**config.mk**
```make
export PLATFORM = sky130hd
export DESIGN_NAME = regfile_wb_arbiter
export DESIGN_NICKNAME = d
export VERILOG_FILES = /design/src/rtl/regfile_pkg.sv /design/src/rtl/wb_scoreboard.sv /design/src/rtl/regfile_wb_arbiter.sv
export SDC_FILE = /design/constraint.sdc
export NUM_CORES = 1
export LEC_CHECK = 0
export ABC_AREA = 1
export CORE_ASPECT_RATIO = 0.5
export CORE_UTILIZATION = 51
export CTS_BUF_LIST = sky130_fd_sc_hd__clkbuf_4 sky130_fd_sc_hd__clkbuf_8
export DETAILED_ROUTE_END_ITERATION = 12
export GPL_ROUTABILITY_DRIVEN = 0
export GPL_TIMING_DRIVEN = 0
export PLACE_DENSITY = 0.95
export SKIP_CTS_REPAIR_TIMING = 1
export SLEW_MARGIN = 10
export SYNTH_ARGS = -nofsm -noshare
export SYNTH_HDL_FRONTEND = slang
export SYNTH_HIERARCHICAL = 1
export SYNTH_SLANG_ARGS = --single-unit
```
**constraint.sdc**
```tcl
create_clock -name clk -period 3.3 [get_ports clk]
set_clock_uncertainty 0.05 [all_clocks]
set_input_delay 0.495 -clock clk [delete_from_list [all_inputs] [get_ports clk]]
set_output_delay 0.495 -clock clk [all_outputs]
set_load 0.03 [all_outputs]
```
**src/rtl/regfile_pkg.sv**
```systemverilog
// Shared register-file constants and writeback types used by the arbiter
// and its hazard scoreboard.
package regfile_pkg;

    localparam int XLEN       = 32;
    localparam int REG_ADDR_W = 5;
    localparam int NUM_REGS   = 32;
    localparam int STARVE_W   = 3;

    // Which requester, if any, owns the write port this cycle.
    typedef enum logic [1:0] {
        GRANT_NONE = 2'd0,
        GRANT_A    = 2'd1,
        GRANT_M    = 2'd2
    } grant_e;

    typedef struct packed {
        logic [REG_ADDR_W-1:0] addr;
        logic [XLEN-1:0]       data;
    } wb_req_t;

    // Writes to x0 are architecturally discarded.
    function automatic logic is_x0(input logic [REG_ADDR_W-1:0] addr);
        return addr == '0;
    endfunction

endpackage

```
**src/rtl/wb_scoreboard.sv**
```systemverilog
// Pending-destination scoreboard: one bit per architectural register,
// set by issue, cleared when the matching writeback is accepted.
module wb_scoreboard
    import regfile_pkg::*;
(
    input  logic                  clk,
    input  logic                  rst_n,
    input  logic                  set_en,
    input  logic [REG_ADDR_W-1:0] set_addr,
    input  logic                  clr_en,
    input  logic [REG_ADDR_W-1:0] clr_addr,
    input  logic [REG_ADDR_W-1:0] chk_rs1,
    input  logic [REG_ADDR_W-1:0] chk_rs2,
    output logic                  stall
);

    // x0 can never be pending, so its bit is masked off every update.
    localparam logic [NUM_REGS-1:0] X0_MASK = ~{{(NUM_REGS-1){1'b0}}, 1'b1};

    logic [NUM_REGS-1:0] pending_q;
    logic [NUM_REGS-1:0] pending_d;
    logic [NUM_REGS-1:0] set_vec;
    logic [NUM_REGS-1:0] clr_vec;

    // One-hot decode of the set and clear addresses.
    for (genvar gi = 0; gi < NUM_REGS; gi++) begin : g_decode
        assign set_vec[gi] = set_en && (set_addr == REG_ADDR_W'(gi));
        assign clr_vec[gi] = clr_en && (clr_addr == REG_ADDR_W'(gi));
    end

    // Next pending state: clear first, then set, so a same-edge set wins.
    always_comb begin
        pending_d = ((pending_q & ~clr_vec) | set_vec) & X0_MASK;
    end

    // Pending bit register.
    always_ff @(posedge clk or negedge rst_n) begin
        if (!rst_n) begin
            pending_q <= '0;
        end else begin
            pending_q <= pending_d;
        end
    end

    // Hazard check uses only registered state; a same-cycle set is not seen.
    assign stall = pending_q[chk_rs1] | pending_q[chk_rs2];

endmodule

```
**src/rtl/regfile_wb_arbiter.sv**
```systemverilog
// Two-source register-file writeback arbiter. The ALU port (A) wins by
// default; the load/multi-cycle port (M) is forced through once it has
// been stalled STARVE_LIMIT consecutive cycles. The accepted write reaches
// the register file one cycle later, and a scoreboard tracks pending
// destinations for the issue-stage hazard check.
module regfile_wb_arbiter
    import regfile_pkg::*;
#(
    parameter int unsigned STARVE_LIMIT = 4
) (
    input  logic                  clk,
    input  logic                  rst_n,
    input  logic                  a_valid,
    output logic                  a_ready,
    input  logic [REG_ADDR_W-1:0] a_addr,
    input  logic [XLEN-1:0]       a_data,
    input  logic                  m_valid,
    output logic                  m_ready,
    input  logic [REG_ADDR_W-1:0] m_addr,
    input  logic [XLEN-1:0]       m_data,
    output logic                  rf_we,
    output logic [REG_ADDR_W-1:0] rf_wraddr,
    output logic [XLEN-1:0]       rf_wrdata,
    input  logic                  pend_set,
    input  logic [REG_ADDR_W-1:0] pend_addr,
    input  logic [REG_ADDR_W-1:0] chk_rs1,
    input  logic [REG_ADDR_W-1:0] chk_rs2,
    output logic                  stall
);

    localparam logic [STARVE_W-1:0] LIMIT = STARVE_W'(STARVE_LIMIT);

    logic [STARVE_W-1:0]   starve_cnt_q;
    logic [STARVE_W-1:0]   starve_cnt_d;
    logic                  m_force;
    grant_e                grant;
    wb_req_t               win_req;
    logic                  accept;

    logic                  rf_we_q;
    logic                  rf_we_d;
    logic [REG_ADDR_W-1:0] rf_wraddr_q;
    logic [REG_ADDR_W-1:0] rf_wraddr_d;
    logic [XLEN-1:0]       rf_wrdata_q;
    logic [XLEN-1:0]       rf_wrdata_d;

    assign m_force = (starve_cnt_q == LIMIT);

    // Grant selection: A by default, M when A is idle or M is starving.
    // Nothing is granted while reset is held.
    always_comb begin
        grant = GRANT_NONE;
        if (rst_n) begin
            if (m_valid && (!a_valid || m_force)) begin
                grant = GRANT_M;
            end else if (a_valid && !m_force) begin
                grant = GRANT_A;
            end
        end
    end

    assign a_ready = (grant == GRANT_A);
    assign m_ready = (grant == GRANT_M);
    assign accept  = (grant != GRANT_NONE);

    // Winning request payload.
    always_comb begin
        win_req = '{addr: a_addr, data: a_data};
        if (grant == GRANT_M) begin
            win_req = '{addr: m_addr, data: m_data};
        end
    end

    // Starvation counter: counts consecutive stalled M cycles, saturating.
    always_comb begin
        starve_cnt_d = starve_cnt_q;
        if (!m_valid || m_ready) begin
            starve_cnt_d = '0;
        end else if (starve_cnt_q != LIMIT) begin
            starve_cnt_d = starve_cnt_q + 1'b1;
        end
    end

    // Register-file write port next state; x0 writes are accepted but dropped.
    always_comb begin
        rf_we_d     = accept && !is_x0(win_req.addr);
        rf_wraddr_d = rf_wraddr_q;
        rf_wrdata_d = rf_wrdata_q;
        if (accept) begin
            rf_wraddr_d = win_req.addr;
            rf_wrdata_d = win_req.data;
        end
    end

    // Arbiter and write-port state; reset also kills any in-flight write.
    always_ff @(posedge clk or negedge rst_n) begin
        if (!rst_n) begin
            starve_cnt_q <= '0;
            rf_we_q      <= 1'b0;
            rf_wraddr_q  <= '0;
            rf_wrdata_q  <= '0;
        end else begin
            starve_cnt_q <= starve_cnt_d;
            rf_we_q      <= rf_we_d;
            rf_wraddr_q  <= rf_wraddr_d;
            rf_wrdata_q  <= rf_wrdata_d;
        end
    end

    assign rf_we     = rf_we_q;
    assign rf_wraddr = rf_wraddr_q;
    assign rf_wrdata = rf_wrdata_q;

    wb_scoreboard u_scoreboard (
        .clk      (clk),
        .rst_n    (rst_n),
        .set_en   (pend_set),
        .set_addr (pend_addr),
        .clr_en   (accept),
        .clr_addr (win_req.addr),
        .chk_rs1  (chk_rs1),
        .chk_rs2  (chk_rs2),
        .stall    (stall)
    );

endmodule
```
* Yosys cells after proc, flatten, opt, wreduce, memory -nomap -nowiden
Cells that the tools add are included.
** Operators by class
- Add/subtract/negate cells :: 1
- $lt $le $gt $ge :: 2
- Eq/ne operators :: 66
- Muxes and demuxes :: 10
- Bitwise logic cells :: 4
- Reductions and logical operators :: 77
** Operators by type and width (count)
- $eq 5x5->1 const B :: 32
- $eq 5x4->1 const B :: 16
- $logic_and 1x1->1 :: 67
- $eq 5x3->1 const B :: 8
- $mux 37 :: 1
- $and 32x32->32 :: 1
- $not 32->32 :: 1
- $or 32x32->32 :: 1
- $eq 5x2->1 const B :: 4
- $lt 5x6->1 const B :: 2
- $bmux 1 s5 :: 2
- $eq 5x1->1 const B :: 2
- $logic_not 5->1 :: 2
- $mux 3 :: 2
- $logic_not 1->1 :: 4
- $mux 2 :: 2
- $reduce_bool 2->1 :: 2
- $add 3x1->3 const B :: 1
- $eq 3x3->1 const B :: 1
- $mux 1 :: 3
- $ne 3x3->1 const B :: 1
- $eq 2x1->1 const B :: 1
- $eq 2x2->1 const B :: 1
- $logic_or 1x1->1 :: 2
- $or 1x1->1 :: 1
** Word-level totals
- Flip-flop bits (word level) :: 72
- Bits of input ports :: 94
- Output and inout port bits :: 41
- Logic and storage cells :: 165

* Longest topological paths before layout
- Word-level depth :: 13
- Mapped depth :: 14
- Depth with buffers taken out :: 13

* By module
The synthesis kept the hierarchy.
** Modules (own cells, without submodules)
- wb_scoreboard :: instances 1, cells each 331, area an instance 2120.8 µm², sequential area each 775.7 µm²
- regfile_wb_arbiter :: instances 1, cells each 241, area an instance 1934.4 µm², sequential area each 1026.0 µm²

* Least setup slack after synthesis
No wires, ideal clock.
- Kind :: input-to-output
- Start point :: input chk_rs2[0]
- End point :: output stall
- Data arrival time :: 1.368 ns
- Data required time :: 2.755 ns
- Slack :: 1.387 ns
- Stages on the path :: 11
- Buffers on the path :: 2
- Cells stage by stage :: buf_6 -> inv_6 -> buf_8 -> nand2_2 -> nand3_1 -> nand3_1 -> nand2_1 -> nand2_1 -> nand3_1 -> nand2_1 -> nand2_1
** Between the ends
- Longest elaborated chain between the ends :: 3
** RTL lines
- start, declared :: RTL line regfile_wb_arbiter.sv:27 : input logic [REG_ADDR_W-1:0] chk_rs2,
- $bmux 1 s5 :: RTL line wb_scoreboard.sv:46 : assign stall = pending_q[chk_rs1] | pending_q[chk_rs2];
- $mux 1 (not written as such) :: RTL line wb_scoreboard.sv:46
- $or 1x1->1 :: RTL line wb_scoreboard.sv:46
- end, declared :: RTL line regfile_wb_arbiter.sv:28 : output logic stall
Every way passes these cells. The select of a mux whose other input is x is not followed.

* Worst setup path in the final report
- Start point :: register starve_cnt_q[0]
- End point :: output a_ready
** Between the ends
- Longest elaborated chain between the ends :: 7
- Elaborated cells between the ends (all ways) :: 9
- Classes of those cells :: eq/ne (2); mux (3); reduce/logical (4)
** RTL lines
- start, declared :: RTL line regfile_wb_arbiter.sv:33 : logic [STARVE_W-1:0] starve_cnt_q;
- start signal, assigned :: RTL line regfile_wb_arbiter.sv:103 : starve_cnt_q <= starve_cnt_d;
- $eq 3x3->1 (*) :: RTL line regfile_wb_arbiter.sv:47 : assign m_force = (starve_cnt_q == LIMIT);
- $logic_not 1->1 :: RTL line regfile_wb_arbiter.sv:56 : end else if (a_valid && !m_force) begin
- $logic_and 1x1->1 :: RTL line regfile_wb_arbiter.sv:56
- $mux 1 :: RTL line regfile_wb_arbiter.sv:56
- $mux 2 (*) :: RTL line regfile_wb_arbiter.sv:54 : if (m_valid && (!a_valid || m_force)) begin
- $mux 2 (*) :: RTL line regfile_wb_arbiter.sv:53 : if (rst_n) begin
- $eq 2x1->1 (*) :: RTL line regfile_wb_arbiter.sv:62 : assign a_ready = (grant == GRANT_A);
- end, declared :: RTL line regfile_wb_arbiter.sv:14 : output logic a_ready,
Mark *: on every way between the ends. The rest lies on a longest branch, timed or not.

==> flow_summary.json <==
{
  "run_status": "finished, final reports clean",
  "final_common_cell": "nand2_1",
  "p_int_uw": 1930,
  "critical-path-top-delay-family": "buffers and inverters",
  "placed_cell_area_um2": 5520,
  "arrival_ns": 2.45,
  "timing.slew.headroom_pct": 61.6,
  "viasPerCell": 5.38,
  "leakagePower_uw": 0.00274,
  "synthTopCellsByArea": "dfrtp_1, nand2_1, nand3_1",
  "reg2regPathDepth": 14,
  "core_area_um2": 7510,
  "slew_viol_final": 0,
  "area_delta_synth_final_pct": 41.7,
  "num_vias": 4457,
  "grt_pass1_vias": 4270,
  "syn_area_um2": 4060,
  "required_ns": 2.75,
  "switching_share_pct": 35.3,
  "clock_sinks": 72,
  "die_w_um": 128,
  "cp-start-kind": "flip-flop",
  "syn_inst": 572,
  "drive_gt1_share_pct": 7.50,
  "cp_common_cell": "inv_1",
  "cpPeakStageDelay_ns": 0.72,
  "track_usage_pct": 30.6,
  "power.switching_uw": 1050,
  "tightest_slew_ns": 0.574,
  "yosysWarnings": 6,
  "crit_chain": "inv_1 -> ha_1 -> nand2_2 -> nand3_1 -> inv_1 -> buf_2 -> clkdlybuf4s50_1",
  "rrSetupSlack_ns": 0.92,
  "port_buffers": 130,
  "period_needed_ns": 3.00,
  "most-common-layout-cells": "nand2_1, clkdlybuf4s50_1, nand3_1",
  "crit_type": "reg2out",
  "drt_iter0_markers": 330,
  "dieArea_um2": 8330,
  "avgSynthCellArea_um2": 7.09,
  "worst_hold_slack_ns": 0.0559,
  "root_buffer": "clkbuf_8",
  "ys.flop_type": "dfrtp_1",
  "power_frac_seq_pct": 41.1,
  "combinationalPowerShare_pct": 32.7,
  "cts_made_buffers": 9,
  "synth_top_area_share_pct": 44.4,
  "synth-async-reset-ratio_pct": 100,
  "dieHeight_um": 65.1,
  "synth.net_count": 668,
  "rows": 22,
  "synth_edf_count": 0,
  "htreeDepth": 3,
  "clkTransAtPathRegs_ns": 0.08,
  "cts_tree": "yes",
  "r2r-end": "u_scoreboard/pending_q[14]$_DFF_PN0_",
  "final-instance-count-excl-fill": 828,
  "finalSetupViolations": 0,
  "rsz0062_at_grt": "no",
  "final_nets": 811,
  "antenna_found_initial": 0,
  "reg2reg_from": "starve_cnt_q[0]$_DFFE_PN0P_",
  "overflow": 0,
  "design_area_um2": 5750,
  "grt_max_degree": 61,
  "synth_seq_cells": 72,
  "initial_utilization_pct": 54.0,
  "critical_path.slowest_cell": "clkdlybuf4s50_1",
  "ys_seq_area_share_pct": 44.4,
  "synth_area_leader_cell": "dfrtp_1",
  "wire_per_inst_um": 15.0,
  "antennaDiodeCount": 0,
  "cts_buffer_depth": 2,
  "clkPwrFrac_pct": 26.2,
  "clkLatencyLatePin_ns": 0.36,
  "end_kind": "output pin",
  "drtAntennaViolNets": 0,
  "placedCellCount": 811,
  "hpwl_um": 9320,
  "peakVddDrop_uv": 286,
  "hp-class": "in2async",
  "critical_path_peak_fanout": 10,
  "routed_wl_um": 12400,
  "post-route-period-util_pct": 90.9,
  "cap_violations": 0,
  "finalHoldViolations": 0,
  "pwr_density_cell_nw_per_um2": 518,
  "fin_util_pct": 76.5,
  "power_uw": 2980,
  "dr.pass1.iters": 7,
  "fmax_mhz": 333,
  "ioPinCount": 135,
  "grt_pass1_wl_um": 19500,
  "crit_buf_inv": 4,
  "synth_cell_types": 25,
  "drc_errors": 0
}
synthesized netlist by cell type (2+ instances only):
cell and n:
inv_1 57, a21oi_1 2, nand2_2 8, nor2_1 15, buf_6 7, dfrtp_1 72
buf_2 8, nand3_1 94, ha_1 2, nand2_4 2, inv_2 4, buf_4 3
o21ai_0 64, nand2_1 217, o21ai_1 4, clkbuf_1 4
registers in the layout, summed over array words and instances, names as in the netlist:
register	flops
rf_we	1
starve_cnt_q	3
u_scoreboard/pending_q	31
rf_wrdata	32
rf_wraddr	5
area by class of cell:
class / instances / area, µm²
sequential: 72 / 1800
clock buffer: 11 / 139
tap: 108 / 135
buffer: 23 / 171
clock inverter: 5 / 81.3
fill: 481 / 1770
timing repair buffer: 132 / 1340
multi-input combinational: 414 / 1840
inverter: 63 / 244
layer usage:
metal	share of wire [%]	GRT usage (%)
met1	38	33.5
met2	50	54.7
met3	8.8	9.83
met4	3.7	14.6
met5	0	0
cells by family (layout without fill, tap and decap cells):
family / after synthesis / in the layout / synth area share (%)
compound gates: 71 / 71 / 8.82
xor+xnor: 2 / 2 / 0.432
fa+ha+maj: 2 / 2 / 0.617
buf+inv: 86 / 234 / 10.2
flops: 72 / 72 / 44.4
simple gates: 339 / 339 / 35.5
per-stage QoR:
step	worst slack [ns]	TNS, ns
finish	0.300	0
CTS	0.301	0
floorplan	1.39	0
global placement	-2.17	-156.47
detailed placement	0.307	0
global route	0.179	0
power groups by stage:
| stage | sequential [µW] | combinational [µW] | clock [µW] |
|---|---|---|---|
| after floorplan | 1330 | 408 | 0 |
| after global placement | 1220 | 916 | 0 |
| after detailed placement | 1230 | 953 | 0 |
| after CTS | 1220 | 962 | 780 |
| after global routing | 1240 | 1060 | 825 |
| final | 1230 | 974 | 779 |
how the worst max path moves through the flow:
stage | start | end | slack, ns | cells after the start
floorplan | chk_rs2[0] | stall | 1.39 | 11
global placement | rst_n | a_ready | -2.17 | 5
detailed placement | rst_n | m_ready | 0.31 | 8
CTS | rst_n | m_ready | 0.30 | 8
global route | starve_cnt_q[0]$_DFFE_PN0P_ | a_ready | 0.18 | 7
finish | starve_cnt_q[0]$_DFFE_PN0P_ | a_ready | 0.30 | 7
Power figures use the tool's default switching activity.
